[src/rtl/sump_host_link_pkg.sv]
// Shared definitions for the SUMP host link: opcodes, long-command flag and FSM encodings.
package sump_host_link_pkg;

   localparam logic [7:0] OP_RESET       = 8'h00;
   localparam logic [7:0] OP_RUN         = 8'h01;
   localparam logic [7:0] OP_QUERY_ID    = 8'h02;
   localparam logic [7:0] OP_QUERY_META  = 8'h04;
   localparam logic [7:0] OP_QUERY_INPUT = 8'h06;

   // Opcodes with this bit set carry four data bytes after the opcode.
   localparam int LONG_CMD_BIT = 7;

   typedef enum logic [2:0] {
      S_IDLE,
      S_TX_START,
      S_TX_DATA,
      S_TX_STOP,
      S_RX_WAIT,
      S_DONE
   } host_state_e;

   typedef enum logic [1:0] {
      RX_IDLE,
      RX_START,
      RX_DATA,
      RX_STOP
   } rx_state_e;

   function automatic logic [2:0] clamp_len(input logic [2:0] len);
      return (len > 3'd4) ? 3'd4 : len;
   endfunction

endpackage

[src/rtl/sump_uart_rx_byte.sv]
// UART byte receiver: validates the start bit at mid-bit, samples 8 data bits LSB first,
// checks the stop bit. Held idle (and blind to rx edges) while en_i is low.
module sump_uart_rx_byte
   import sump_host_link_pkg::*;
#(
   parameter int BITLENGTH = 10
) (
   input  logic       clock,
   input  logic       extReset,
   input  logic       en_i,
   input  logic       rx_i,
   output logic       active_o,
   output logic       byte_vld_o,
   output logic [7:0] byte_o,
   output logic       stop_err_o
);

   localparam int CW   = $clog2(BITLENGTH + 1);
   localparam int HALF = (BITLENGTH / 2 > 0) ? BITLENGTH / 2 : 1;

   logic [1:0]    sync_q;
   logic          prev_q;
   logic          rx_s;
   rx_state_e     state_q, state_d;
   logic [CW-1:0] cnt_q, cnt_d;
   logic [2:0]    bit_q, bit_d;
   logic [7:0]    sh_q, sh_d;

   assign rx_s = sync_q[1];

   always_ff @(posedge clock or negedge extReset) begin
      if (!extReset) begin
         sync_q  <= 2'b11;
         prev_q  <= 1'b1;
         state_q <= RX_IDLE;
         cnt_q   <= '0;
         bit_q   <= '0;
         sh_q    <= '0;
      end else begin
         sync_q  <= {sync_q[0], rx_i};
         prev_q  <= rx_s;
         state_q <= state_d;
         cnt_q   <= cnt_d;
         bit_q   <= bit_d;
         sh_q    <= sh_d;
      end
   end

   always_comb begin
      state_d    = state_q;
      cnt_d      = cnt_q;
      bit_d      = bit_q;
      sh_d       = sh_q;
      byte_vld_o = 1'b0;
      stop_err_o = 1'b0;
      if (!en_i) begin
         state_d = RX_IDLE;
      end else begin
         case (state_q)
            RX_IDLE: begin
               if (prev_q && !rx_s) begin
                  state_d = RX_START;
                  cnt_d   = CW'(HALF - 1);
               end
            end
            RX_START: begin
               // A start bit that is high again at mid-bit was only a glitch.
               if (cnt_q == '0) begin
                  if (!rx_s) begin
                     state_d = RX_DATA;
                     cnt_d   = CW'(BITLENGTH - 1);
                     bit_d   = '0;
                  end else begin
                     state_d = RX_IDLE;
                  end
               end else begin
                  cnt_d = cnt_q - 1'b1;
               end
            end
            RX_DATA: begin
               if (cnt_q == '0) begin
                  sh_d  = {rx_s, sh_q[7:1]};
                  cnt_d = CW'(BITLENGTH - 1);
                  if (bit_q == 3'd7) state_d = RX_STOP;
                  else               bit_d   = bit_q + 3'd1;
               end else begin
                  cnt_d = cnt_q - 1'b1;
               end
            end
            RX_STOP: begin
               if (cnt_q == '0) begin
                  byte_vld_o = 1'b1;
                  stop_err_o = !rx_s;
                  state_d    = RX_IDLE;
               end else begin
                  cnt_d = cnt_q - 1'b1;
               end
            end
            default: state_d = RX_IDLE;
         endcase
      end
   end

   assign active_o = (state_q != RX_IDLE);
   assign byte_o   = sh_q;

endmodule

[src/rtl/sump_host_link.sv]
// SUMP host link: sends a 1- or 5-byte command as back-to-back UART frames on tx,
// then gathers up to four little-endian response bytes from rx with an idle timeout.
module sump_host_link
   import sump_host_link_pkg::*;
#(
   parameter int FREQ         = 100000000,
   parameter int RATE         = 115200,
   parameter int TIMEOUT_BITS = 40
) (
   input  logic        clock,
   input  logic        extReset,
   input  logic [39:0] cmd,
   input  logic        cmd_valid,
   input  logic [2:0]  resp_len,
   output logic        cmd_ready,
   output logic        busy,
   output logic        tx,
   input  logic        rx,
   output logic [31:0] resp_data,
   output logic [2:0]  resp_count,
   output logic        resp_valid,
   output logic        timeout,
   output logic        frame_err
);

   localparam int BITLENGTH = FREQ / RATE;
   localparam int TO_CYC    = TIMEOUT_BITS * BITLENGTH;
   localparam int CW        = $clog2(BITLENGTH + 1);
   localparam int TW        = $clog2(TO_CYC + 1);

   host_state_e   state_q, state_d;
   logic [39:0]   cmd_q, cmd_d;
   logic [2:0]    len_q, len_d, idx_q, idx_d, bit_q, bit_d, count_q, count_d;
   logic [CW-1:0] cnt_q, cnt_d;
   logic [TW-1:0] to_q, to_d;
   logic [31:0]   data_q, data_d;
   logic          ferr_q, ferr_d, tout_q, tout_d;
   logic          rx_en, rx_active, rx_vld, rx_err;
   logic [7:0]    rx_byte, tx_byte;
   logic          cnt_zero, last_byte;

   assign cnt_zero  = (cnt_q == '0);
   assign last_byte = cmd_q[LONG_CMD_BIT] ? (idx_q == 3'd4) : 1'b1;
   assign rx_en     = (state_q == S_RX_WAIT);

   always_comb begin
      case (idx_q)
         3'd1:    tx_byte = cmd_q[15:8];
         3'd2:    tx_byte = cmd_q[23:16];
         3'd3:    tx_byte = cmd_q[31:24];
         3'd4:    tx_byte = cmd_q[39:32];
         default: tx_byte = cmd_q[7:0];
      endcase
   end

   sump_uart_rx_byte #(.BITLENGTH(BITLENGTH)) u_rx (
      .clock      (clock),
      .extReset   (extReset),
      .en_i       (rx_en),
      .rx_i       (rx),
      .active_o   (rx_active),
      .byte_vld_o (rx_vld),
      .byte_o     (rx_byte),
      .stop_err_o (rx_err)
   );

   always_ff @(posedge clock or negedge extReset) begin
      if (!extReset) begin
         state_q <= S_IDLE;
         cmd_q   <= '0;
         len_q   <= '0;
         idx_q   <= '0;
         bit_q   <= '0;
         count_q <= '0;
         cnt_q   <= '0;
         to_q    <= '0;
         data_q  <= '0;
         ferr_q  <= 1'b0;
         tout_q  <= 1'b0;
      end else begin
         state_q <= state_d;
         cmd_q   <= cmd_d;
         len_q   <= len_d;
         idx_q   <= idx_d;
         bit_q   <= bit_d;
         count_q <= count_d;
         cnt_q   <= cnt_d;
         to_q    <= to_d;
         data_q  <= data_d;
         ferr_q  <= ferr_d;
         tout_q  <= tout_d;
      end
   end

   always_comb begin
      state_d = state_q;
      cmd_d   = cmd_q;
      len_d   = len_q;
      idx_d   = idx_q;
      bit_d   = bit_q;
      count_d = count_q;
      cnt_d   = cnt_q;
      to_d    = to_q;
      data_d  = data_q;
      ferr_d  = ferr_q;
      tout_d  = tout_q;
      case (state_q)
         S_IDLE: begin
            if (cmd_valid) begin
               state_d = S_TX_START;
               cmd_d   = cmd;
               len_d   = clamp_len(resp_len);
               idx_d   = '0;
               cnt_d   = CW'(BITLENGTH - 1);
               data_d  = '0;
               count_d = '0;
               ferr_d  = 1'b0;
               tout_d  = 1'b0;
            end
         end
         S_TX_START: begin
            if (cnt_zero) begin
               state_d = S_TX_DATA;
               cnt_d   = CW'(BITLENGTH - 1);
               bit_d   = '0;
            end else begin
               cnt_d = cnt_q - 1'b1;
            end
         end
         S_TX_DATA: begin
            if (cnt_zero) begin
               cnt_d = CW'(BITLENGTH - 1);
               if (bit_q == 3'd7) state_d = S_TX_STOP;
               else               bit_d   = bit_q + 3'd1;
            end else begin
               cnt_d = cnt_q - 1'b1;
            end
         end
         S_TX_STOP: begin
            if (cnt_zero) begin
               if (!last_byte) begin
                  state_d = S_TX_START;
                  idx_d   = idx_q + 3'd1;
                  cnt_d   = CW'(BITLENGTH - 1);
               end else if (len_q == '0) begin
                  state_d = S_DONE;
               end else begin
                  state_d = S_RX_WAIT;
                  to_d    = TW'(TO_CYC);
               end
            end else begin
               cnt_d = cnt_q - 1'b1;
            end
         end
         S_RX_WAIT: begin
            // The timeout only runs while no byte is in flight; a rejected glitch resumes it unreloaded.
            if (rx_vld) begin
               data_d[{count_q[1:0], 3'b000} +: 8] = rx_byte;
               count_d = count_q + 3'd1;
               if (rx_err) ferr_d = 1'b1;
               if (count_q + 3'd1 == len_q) state_d = S_DONE;
               else                         to_d    = TW'(TO_CYC);
            end else if (!rx_active) begin
               if (to_q == '0) begin
                  state_d = S_DONE;
                  tout_d  = 1'b1;
               end else begin
                  to_d = to_q - 1'b1;
               end
            end
         end
         S_DONE:  state_d = S_IDLE;
         default: state_d = S_IDLE;
      endcase
   end

   always_comb begin
      case (state_q)
         S_TX_START: tx = 1'b0;
         S_TX_DATA:  tx = tx_byte[bit_q];
         default:    tx = 1'b1;
      endcase
   end

   assign cmd_ready  = (state_q == S_IDLE);
   assign busy       = !cmd_ready;
   assign resp_valid = (state_q == S_DONE);
   assign timeout    = resp_valid & tout_q;
   assign resp_data  = data_q;
   assign resp_count = count_q;
   assign frame_err  = ferr_q;

endmodule
[config.mk]
export PLATFORM = sky130hd
export DESIGN_NAME = sump_host_link
export DESIGN_NICKNAME = d
export VERILOG_FILES = /design/src/rtl/sump_host_link_pkg.sv /design/src/rtl/sump_uart_rx_byte.sv /design/src/rtl/sump_host_link.sv
export SDC_FILE = /design/constraint.sdc
export NUM_CORES = 1
export LEC_CHECK = 0
export CELL_PAD_IN_SITES_DETAIL_PLACEMENT = 1
export CELL_PAD_IN_SITES_GLOBAL_PLACEMENT = 1
export CORE_MARGIN = 2
export CORE_UTILIZATION = 42
export CTS_BUF_LIST = sky130_fd_sc_hd__clkbuf_16
export DETAILED_ROUTE_END_ITERATION = 7
export GPL_ROUTABILITY_DRIVEN = 0
export PLACE_DENSITY_LB_ADDON = 0.15
export SETUP_SLACK_MARGIN = 0.05
export SYNTH_ARGS = -nofsm -noshare
export SYNTH_HDL_FRONTEND = slang
export SYNTH_SLANG_ARGS = --single-unit
[constraint.sdc]
create_clock -name clock -period 3.6 [get_ports clock]
set_input_delay 0.72 -clock clock [delete_from_list [all_inputs] [get_ports clock]]
set_output_delay 0.72 -clock clock [all_outputs]
set_load 0.02 [all_outputs]
==> impl_metrics.json, run 1 <==
{
  "reg2reg_slack_ps": 630,
  "ios": 88,
  "grt_start_max_net_pins": 79,
  "routed_wl_mm": 19.6,
  "grt_pass1_vias": 6562,
  "root_buffer": "clkbuf_16",
  "fin_util_pct": 54.1,
  "synth-edff-count": 0,
  "critPathBufInv": 3,
  "nets": 958,
  "cts_buffer_depth": 2,
  "ir_worst_vdd_uv": 298,
  "critPathSlowestCell": "dfrtp_1",
  "maxCapViolCount": 0,
  "startpoint_type": "flop",
  "rows": 47,
  "p_leak_nw": 4.11,
  "r2r-end": "to_q[14]",
  "fmaxAchievable_mhz": 291,
  "ys.flop_type": "dfrtp_1",
  "drt_iter0_drc": 256,
  "rsz0062_at_grt": "false",
  "tightestPinTransition_ps": 1190,
  "fin_tns_setup_ps": 0,
  "crit_arrival_ps": 2720,
  "finalHoldViolCount": 0,
  "drive_gt1_share_pct": 9.22,
  "drt-pass1-iter-count": 4,
  "crit_fanout": 8,
  "final-setup-viol-count": 0,
  "initial_core_util_pct": 42.7,
  "r2r_cells": 7,
  "cp_slowest_stage_delay_ps": 470,
  "path_clk_slew_ps": 60,
  "drv_slew": 0,
  "required_ps": 2880,
  "grt_pass1_wl_mm": 33.2,
  "relSlewSlack_pct": 19.8,
  "die_area_um2": 17800,
  "critPathTopFamily": "buffers and inverters",
  "synth_seq_cells": 141,
  "layout_commonest_cell": "nand2_1",
  "die_y_um": 133,
  "period_share_pct": 95.4,
  "worstSkewPairLatency_ps": 420,
  "viasPerCell": 5.43,
  "yosys_warnings": 0,
  "powerDensity_nw_per_um2": 409,
  "place_hpwl_mm": 14.2,
  "postRouteAntennaNets": 0,
  "antenna_cells": 0,
  "core_um2": 16500,
  "drcViolationCount": 0,
  "portBuffers": 87,
  "gr-total-overflow": 0,
  "area_delta_synth_final_pct": 26.8,
  "synth_area_leaders": "dfrtp_1 49%, nand2_1 12%, o21ai_0 5.6%",
  "cts.htree.levels": 4,
  "fillCellCount": 1892,
  "wl_per_cell_um": 17.5,
  "cts_sinks": 141,
  "grt.total_usage_pct": 23.4,
  "synth.yosys.seq_area_share_pct": 50.3,
  "clock_skew_ps": 7.47,
  "netlist.top_cell.by_area": "dfrtp_1",
  "path_class": "reg2out",
  "worstPathCellList": "buf_4, inv_1, ha_2, a221oi_1, a211oi_1, nor3_1, nor4_2, clkdlybuf4s15_2",
  "synth_area_um2": 7030,
  "syn_area_per_cell_um2": 8.87,
  "yosysTopAreaCellShare_pct": 49.2,
  "final_cell_mix": "226 x nand2_1, 137 x dfrtp_1, 85 x clkdlybuf4s50_1",
  "r2r_start": "to_q[4]",
  "holdBufCountCts": 0,
  "die_w_um": 133,
  "cts_buffers": 17,
  "hp-class": "in2async",
  "syn_nets": 863,
  "fin_crit_ps": 3440,
  "vias": 6082,
  "antenna_found_initial": 0,
  "status": "finished, final reports clean",
  "ys_async_sr_fraction_pct": 100,
  "critPathCaptureType": "output port",
  "netlist_instances": 792,
  "cts_tree": "yes",
  "ys_types": 67
}
## repair_timing
action	4_1_cts	5_1_grt
setup endpoints to repair	1	1
pin swaps	1	0
buffers inserted	1	0
resized for setup	6	4
## kinds of logic (layout without fill, tap and decap cells)
family	count (synthesis)	count (layout)	synth area share, %
muxes	3	3	0.463
buffers and inverters	59	167	3.19
and+or+nand+nor	370	370	23.9
xor gates and xnor gates	8	8	1.21
adders and majority gates	24	24	4.27
DFF	141	141	50.3
AOI/OAI and AO/OA	187	187	16.7
## sequential cells by signal (all words and copies together), names as in the netlist
signal,cells
cmd_q,40
resp_data,32
to_q,16
cnt_q,10
u_rx.cnt_q,10
u_rx.byte_o,8
bit_q,3
idx_q,3
len_q,3
resp_count,3
state_q,3
u_rx.bit_q,3
u_rx.state_q,2
u_rx.sync_q,2
frame_err,1
tout_q,1
u_rx.prev_q,1
## power by group
group          switching [W]  internal [W]
clock network       0.000678       0.00129
registers         0.00000186       0.00159
logic              0.0000400     0.0000474
## synth_stat cells, drive strengths merged (3+ instances only)
| cell type | instances |
|---|---|
| nand2 | 226 |
| dfrtp | 138 |
| o21ai | 84 |
| nor2 | 45 |
| a21oi | 33 |
| clkbuf | 32 |
| inv | 25 |
| ha | 24 |
| nor3 | 21 |
| o31ai | 13 |
| nand3 | 11 |
| nor4 | 10 |
| and2 | 9 |
| or3 | 9 |
| or4 | 8 |
| a22o | 7 |
| a22oi | 7 |
| nand2b | 6 |
| o211ai | 6 |
| a221oi | 5 |
| nand3b | 5 |
| xor2 | 5 |
| a211oi | 4 |
| a21o | 3 |
| dfstp | 3 |
| nand4 | 3 |
| o41ai | 3 |
| or2 | 3 |
## layer usage
metal | vias to the layer above | GRT usage (%) | routed length [um]
met5 | - | 0 | 0
met4 | 0 | 6.32 | 181
li1 | 2949 | - | -
met1 | 3012 | 29.2 | 8700
met3 | 16 | 4.95 | 648
met2 | 105 | 41.2 | 10000
## worst max path at each step
stage	from	endpoint	slack, ps	depth (start not counted)
finish	idx_q[2]	tx	160	8
detailed placement	idx_q[0]	tx	-90	9
floorplan	idx_q[0]	tx	350	9
global route	idx_q[2]	tx	40	8
CTS	idx_q[0]	tx	60	10
global placement	idx_q[0]	tx	130	10
## per-stage QoR
step	instance area, um^2	instances	total power, W	setup WS (ps)	hold WS (ps)
after global placement	8220	1087	0.00171	128	371
after global routing	8910	1120	0.00374	39.7	368
after floorplan	7030	792	0.00162	354	345
after detailed placement	8220	1087	0.00171	-87.1	371
final	8910	1120	0.00364	164	314
after CTS	8890	1120	0.00367	59.1	343
## final cells by class
cell class              instances  area [um^2]  share of cell area, %
multi-input cells             592         3290                   37.0
repair buffers                110         1060                   11.9
inverters                      25         93.8                   1.05
flip-flops and latches        141         3530                   39.7
well taps                     220          275                   3.09
clock buffers                  17          425                   4.78
clock inverters                15          228                   2.56
Note: power is estimated with default switching activity, not from simulation.
==> run 2, diff against run 1 <==
--- a/config.mk
+++ b/config.mk
@@ -8,12 +8,14 @@
 export CELL_PAD_IN_SITES_DETAIL_PLACEMENT = 1
 export CELL_PAD_IN_SITES_GLOBAL_PLACEMENT = 1
 export CORE_MARGIN = 2
-export CORE_UTILIZATION = 42
+export CORE_UTILIZATION = 43
 export CTS_BUF_LIST = sky130_fd_sc_hd__clkbuf_16
+export CTS_CLUSTER_SIZE = 40
 export DETAILED_ROUTE_END_ITERATION = 7
 export GPL_ROUTABILITY_DRIVEN = 0
 export PLACE_DENSITY_LB_ADDON = 0.15
 export SETUP_SLACK_MARGIN = 0.05
 export SYNTH_ARGS = -nofsm -noshare
 export SYNTH_HDL_FRONTEND = slang
+export SYNTH_HIERARCHICAL = 1
 export SYNTH_SLANG_ARGS = --single-unit
==> impl_metrics.json, run 2 <==
{
  "status": "finished, final reports clean",
  "root_buffer": "clkbuf_16",
  "pre_cts_slack_ps": 62.8,
  "grt.total_usage_pct": 23.8,
  "power_w": 0.00587,
  "synth_area_um2": 7170,
  "synth_most_common_cell": "nand2_1",
  "synth-edff-count": 0,
  "antenna_found_initial": 0,
  "drt-met1-wl_mm": 8.42,
  "yosys_warnings": 6,
  "drive_gt1_share_pct": 11.8,
  "relSlewSlack_pct": 22.8,
  "routed_wl_mm": 19.8,
  "netlist_instances": 774,
  "place_hpwl_mm": 14.0,
  "drv_slew": 0,
  "netlist.top_cell.by_area": "dfrtp_1",
  "path_class": "reg2out",
  "finalHoldViolCount": 0,
  "viasPerCell": 5.59,
  "cts_buffers": 17,
  "drcViolationCount": 0,
  "timing.final.ws_setup_ps": 154,
  "rows": 47,
  "wl_per_cell_um": 18.0,
  "core_um2": 16500,
  "grt_pass1_vias": 6705,
  "vias": 6143,
  "rsz0062_at_grt": "false",
  "ys.flop_type": "dfrtp_1",
  "path_clk_slew_ps": 60,
  "place_area_um2": 8320,
  "ir_worst_vdd_uv": 448,
  "postRouteAntennaNets": 0,
  "initial_core_util_pct": 43.6,
  "fmaxAchievable_mhz": 290,
  "register_area_um2": 3530,
  "p_leak_nw": 4.01,
  "fin_tns_setup_ps": 0,
  "powerDensity_nw_per_um2": 653,
  "cts_sinks": 141,
  "startpoint_type": "flop",
  "ys_async_sr_fraction_pct": 100,
  "maxCapViolCount": 0,
  "die_w_um": 133,
  "drt_iter0_drc": 309,
  "synth_seq_cells": 141,
  "tightestPinTransition_ps": 1160,
  "layout_commonest_cell": "nand2_1",
  "yosysTopAreaCellShare_pct": 48.1,
  "required_ps": 2880,
  "cts_buffer_depth": 2,
  "critPathCaptureType": "output port",
  "largest_register_ffs": 40,
  "hp-class": "in2async",
  "cts.htree.levels": 4,
  "grt_start_max_net_pins": 79,
  "area_delta_synth_final_pct": 25.3,
  "multi_input_area_um2": 3410,
  "holdBufCountCts": 0,
  "largest-register": "cmd_q",
  "ys_types": 72,
  "grt_pass1_wl_mm": 33.7,
  "crit_arrival_ps": 2730,
  "drt-pass1-iter-count": 4,
  "syn_area_per_cell_um2": 9.27,
  "nets": 934,
  "clock_skew_ps": 7.55,
  "die_y_um": 133,
  "portBuffers": 87,
  "antenna_cells": 0,
  "gr-total-overflow": 0,
  "period_share_pct": 95.7,
  "worstSkewPairLatency_ps": 430,
  "final-setup-viol-count": 0,
  "fin_crit_ps": 3450,
  "final_cell_area_um2": 8980,
  "syn_nets": 842,
  "routed-wl-met2_mm": 10.4,
  "crit_fanout": 8,
  "die_area_um2": 17700,
  "ios": 88,
  "synth.yosys.seq_area_share_pct": 49.2,
  "wl_met3_um": 634,
  "synth_area_leaders": "dfrtp_1 48%, nand2_1 10%, o21ai_0 4.5%",
  "top_layer_used": "met4",
  "cts_tree": "yes",
  "fillCellCount": 1868,
  "postCtsSetupRepairBufs": 0,
  "synth_common_cells": "200 x nand2_1, 138 x dfrtp_1, 65 x o21ai_0",
  "final_cell_mix": "200 x nand2_1, 136 x dfrtp_1, 85 x clkdlybuf4s50_1"
}
[run 2: cell types whose count changed after synthesis, sizes merged, moves of 8 or more]
cell	change
a22o	+14
a31oi	+9
buf	+8
clkbuf	-10
mux2	+9
nand2	-26
nor3	+12
o21ai	-14
o31ai	-9
[run 2: metrics by stage]
step | instances | utilization [%] | hold WS (ps)
detailed placement | 1067 | 50.6 | 358
floorplan | 774 | - | 345
CTS | 1099 | 54.5 | 361
global route | 1099 | 54.6 | 368
global placement | 1067 | 50.6 | 363
finish | 1099 | 54.6 | 338
[run 2: cell families after synthesis]
| family | after synthesis | share of synthesized area, % |
|---|---|---|
| AO/OA/AOI/OAI | 189 | 17.4 |
| AND/OR/NAND/NOR | 340 | 22.6 |
| buffers and inverters | 62 | 3.82 |
| multiplexers | 17 | 2.56 |
| XOR/XNOR | 4 | 0.698 |
| flip-flops | 141 | 49.2 |
| adder cells (fa/ha/maj) | 21 | 3.66 |
[run 2: metal layers]
metal  track usage, %  up-vias
met2             42.2      102
li1                 -     2895
met3             4.98       32
met5                0        -
met1             28.7     3114
met4             8.63        0
[run 2: what timing repair did]
action                     4_1_cts  5_1_grt
resized for setup               12        4
setup endpoints to repair        1        6
gates cloned                     0        0
pin swaps                        1        2
[run 2: area by class of cell]
cell class	count	share of cell area, %
multi-input cells	571	38.0
inverters	30	1.25
clock buffers	17	4.73
flip-flops and latches	141	39.3
repair buffers	105	11.4
well taps	220	3.06
clock inverters	15	2.19
[run 2: worst paths after layout]
kind / start / to / slack [ps] / cells past startpoint
max: idx_q[0] / tx / 150 / 10
min: extReset / u_rx/cnt_q[8] / 340 / 1
max reg2reg: u_rx/cnt_q[0] / resp_data[16] / 360 / 10
min reg2reg: u_rx/sync_q[0] / u_rx/sync_q[1] / 360 / 0
max in group asynchronous: extReset / cmd_q[9] / 2480 / 2
min in group clock: u_rx/sync_q[0] / u_rx/sync_q[1] / 360 / 0
[run 2: critical path, cell delays in order (launching register included)]
cell and delay (ps):
dfrtp_2 440, inv_1 100, ha_1 220, buf_4 180
a22oi_1 100, o21ai_0 290, nor2_1 90, o2111ai_1 190
a21boi_0 130, nor4_2 320, buf_2 220
[run 2: where the power goes]
group          internal, W  switching, W  total (W)
clock network      0.00116      0.000707    0.00186
logic             0.000704      0.000992    0.00170
registers          0.00196      0.000343    0.00230
total              0.00382       0.00204    0.00587
==> run 3, diff against run 2 <==
--- a/config.mk
+++ b/config.mk
@@ -9,7 +9,6 @@
 export CELL_PAD_IN_SITES_GLOBAL_PLACEMENT = 1
 export CORE_MARGIN = 2
 export CORE_UTILIZATION = 43
-export CTS_BUF_LIST = sky130_fd_sc_hd__clkbuf_16
 export CTS_CLUSTER_SIZE = 40
 export DETAILED_ROUTE_END_ITERATION = 7
 export GPL_ROUTABILITY_DRIVEN = 0
==> impl_metrics.json, run 3 (synthesized netlist as in run 2, its figures left out) <==
{
  "routed-wl-met2_mm": 10.4,
  "ir_worst_vdd_uv": 445,
  "p_seq_share_pct": 39.0,
  "die_w_um": 133,
  "place_area_um2": 8320,
  "maxCapViolCount": 0,
  "crit_fanout": 8,
  "largest-register": "cmd_q",
  "gr-total-overflow": 0,
  "worstSkewPairLatency_ps": 430,
  "cts_buffers": 17,
  "fin_crit_ps": 3420,
  "p_comb_share_pct": 28.7,
  "drv_slew": 0,
  "startpoint_type": "flop",
  "reg2reg_slack_ps": 360,
  "antenna_found_initial": 0,
  "die_area_um2": 17700,
  "finalHoldViolCount": 0,
  "cts.htree.levels": 4,
  "grt_pass1_wl_mm": 33.8,
  "nets": 934,
  "ios": 88,
  "holdBufCountCts": 0,
  "path_class": "reg2out",
  "drt-met1-wl_mm": 8.40,
  "period_share_pct": 95.0,
  "internal_power_w": 0.00387,
  "rsz0062_at_grt": "true",
  "powerDensity_nw_per_um2": 657,
  "area_delta_synth_final_pct": 25.5,
  "initial_core_util_pct": 43.6,
  "drcViolationCount": 0,
  "hp-class": "in2async",
  "portBuffers": 87,
  "die_y_um": 133,
  "tightestPinTransition_ps": 1150,
  "final_cell_area_um2": 9000,
  "postRouteAntennaNets": 0,
  "drive_gt1_share_pct": 11.9,
  "switchingPower_w": 0.00204,
  "wl_met3_um": 661,
  "r2r-end": "to_q[3]",
  "final_cell_mix": "200 x nand2_1, 136 x dfrtp_1, 85 x clkdlybuf4s50_1",
  "grt_pass1_vias": 6724,
  "cts_tree": "yes",
  "fin_tns_setup_ps": 0,
  "cts_buffer_depth": 2,
  "antenna_cells": 0,
  "cts_sinks": 141,
  "relSlewSlack_pct": 23.2,
  "drt-pass1-iter-count": 4,
  "routed_wl_mm": 19.8,
  "grt.total_usage_pct": 23.9,
  "endpoint": "tx",
  "layout_commonest_cell": "nand2_1",
  "sw_frac_of_total_pct": 34.6,
  "critPathCaptureType": "output port",
  "core_um2": 16500,
  "viasPerCell": 5.60,
  "p_leak_nw": 4.02,
  "crit_arrival_ps": 2700,
  "path_clk_slew_ps": 60,
  "fmaxAchievable_mhz": 292,
  "final-setup-viol-count": 0,
  "clock_skew_ps": 7.05,
  "drt_iter0_drc": 348,
  "wl_per_cell_um": 18.1,
  "r2r_cells": 11,
  "root_buffer": "clkbuf_16",
  "crit_start": "idx_q[0]",
  "rows": 47,
  "r2r_start": "u_rx/cnt_q[0]",
  "top_layer_used": "met4",
  "required_ps": 2880,
  "clkPwrFrac_pct": 32.2,
  "vias": 6150,
  "status": "finished, final reports clean",
  "largest_register_ffs": 40,
  "fillCellCount": 1865,
  "place_hpwl_mm": 14.0,
  "grt_start_max_net_pins": 79
}
run 3: changes by cell type in the layout (fill, tap and decap cells not counted), sizes merged:
cell / previous run / this run
clkbuf: 17 / 20
clkinv: 5 / 3
inv: 33 / 32
run 3: repair_timing:
action	4_1_cts	5_1_grt
buffers inserted	0	0
pin swaps	1	2
endpoints found under the hold margin	0	0
resized for setup	11	4
endpoints found under the setup margin	1	6
run 3: how the worst min path moves through the flow:
| stage | start | endpoint | slack [ps] | cells after the start |
|---|---|---|---|---|
| 2_1_floorplan | u_rx/sync_q[0] | u_rx/sync_q[1] | 350 | 0 |
| 3_3_place_gp | u_rx/sync_q[0] | u_rx/sync_q[1] | 360 | 0 |
| 3_5_place_dp | u_rx/sync_q[0] | u_rx/sync_q[1] | 360 | 0 |
| 4_1_cts | extReset | u_rx/cnt_q[6] | 360 | 1 |
| 5_1_grt | u_rx/sync_q[0] | u_rx/sync_q[1] | 370 | 0 |
| 6_report | extReset | u_rx/cnt_q[8] | 340 | 1 |
run 3: routing by layer:
| metal | GRT usage, % | vias up |
|---|---|---|
| met5 | 0 | - |
| met4 | 7.98 | 0 |
| met3 | 5.14 | 30 |
| met2 | 42.6 | 103 |
| met1 | 28.8 | 3123 |
| li1 | - | 2894 |
run 3: worst max-delay path: stages (launching register included):
cell,delay (ps)
dfrtp_2,440
ha_1,270
ha_1,310
a32oi_1,190
o21ai_1,110
nor2_1,120
o2111ai_2,160
a211oi_1,370
nor4_2,110
buf_2,170
run 3: power groups by stage:
stage	clock [W]	sequential, W	combinational, W
after floorplan	0	0.00224	0.00111
after global placement	0	0.00230	0.00159
after detailed placement	0	0.00232	0.00167
after CTS	0.00193	0.00230	0.00171
after global routing	0.00201	0.00236	0.00192
final	0.00191	0.00231	0.00170
run 3: layout make-up:
class                      instances  area (um^2)  area share, %
clock buffer                      20          457           5.07
clock inverter                    12          185           2.06
inverter                          30          113           1.25
multi-input combinational        571         3410           37.9
sequential                       141         3530           39.3
tap                              220          275           3.06
timing repair buffer             105         1030           11.4
run 3: through the flow:
stage	power (W)	cells	setup slack [ps]	util [%]	hold slack (ps)
detailed placement	0.00399	1067	62.8	50.6	358
global placement	0.00389	1067	165	50.6	363
global route	0.00628	1099	27.7	54.7	369
floorplan	0.00335	774	287	-	345
CTS	0.00594	1099	128	54.6	363
finish	0.00591	1099	181	54.7	338
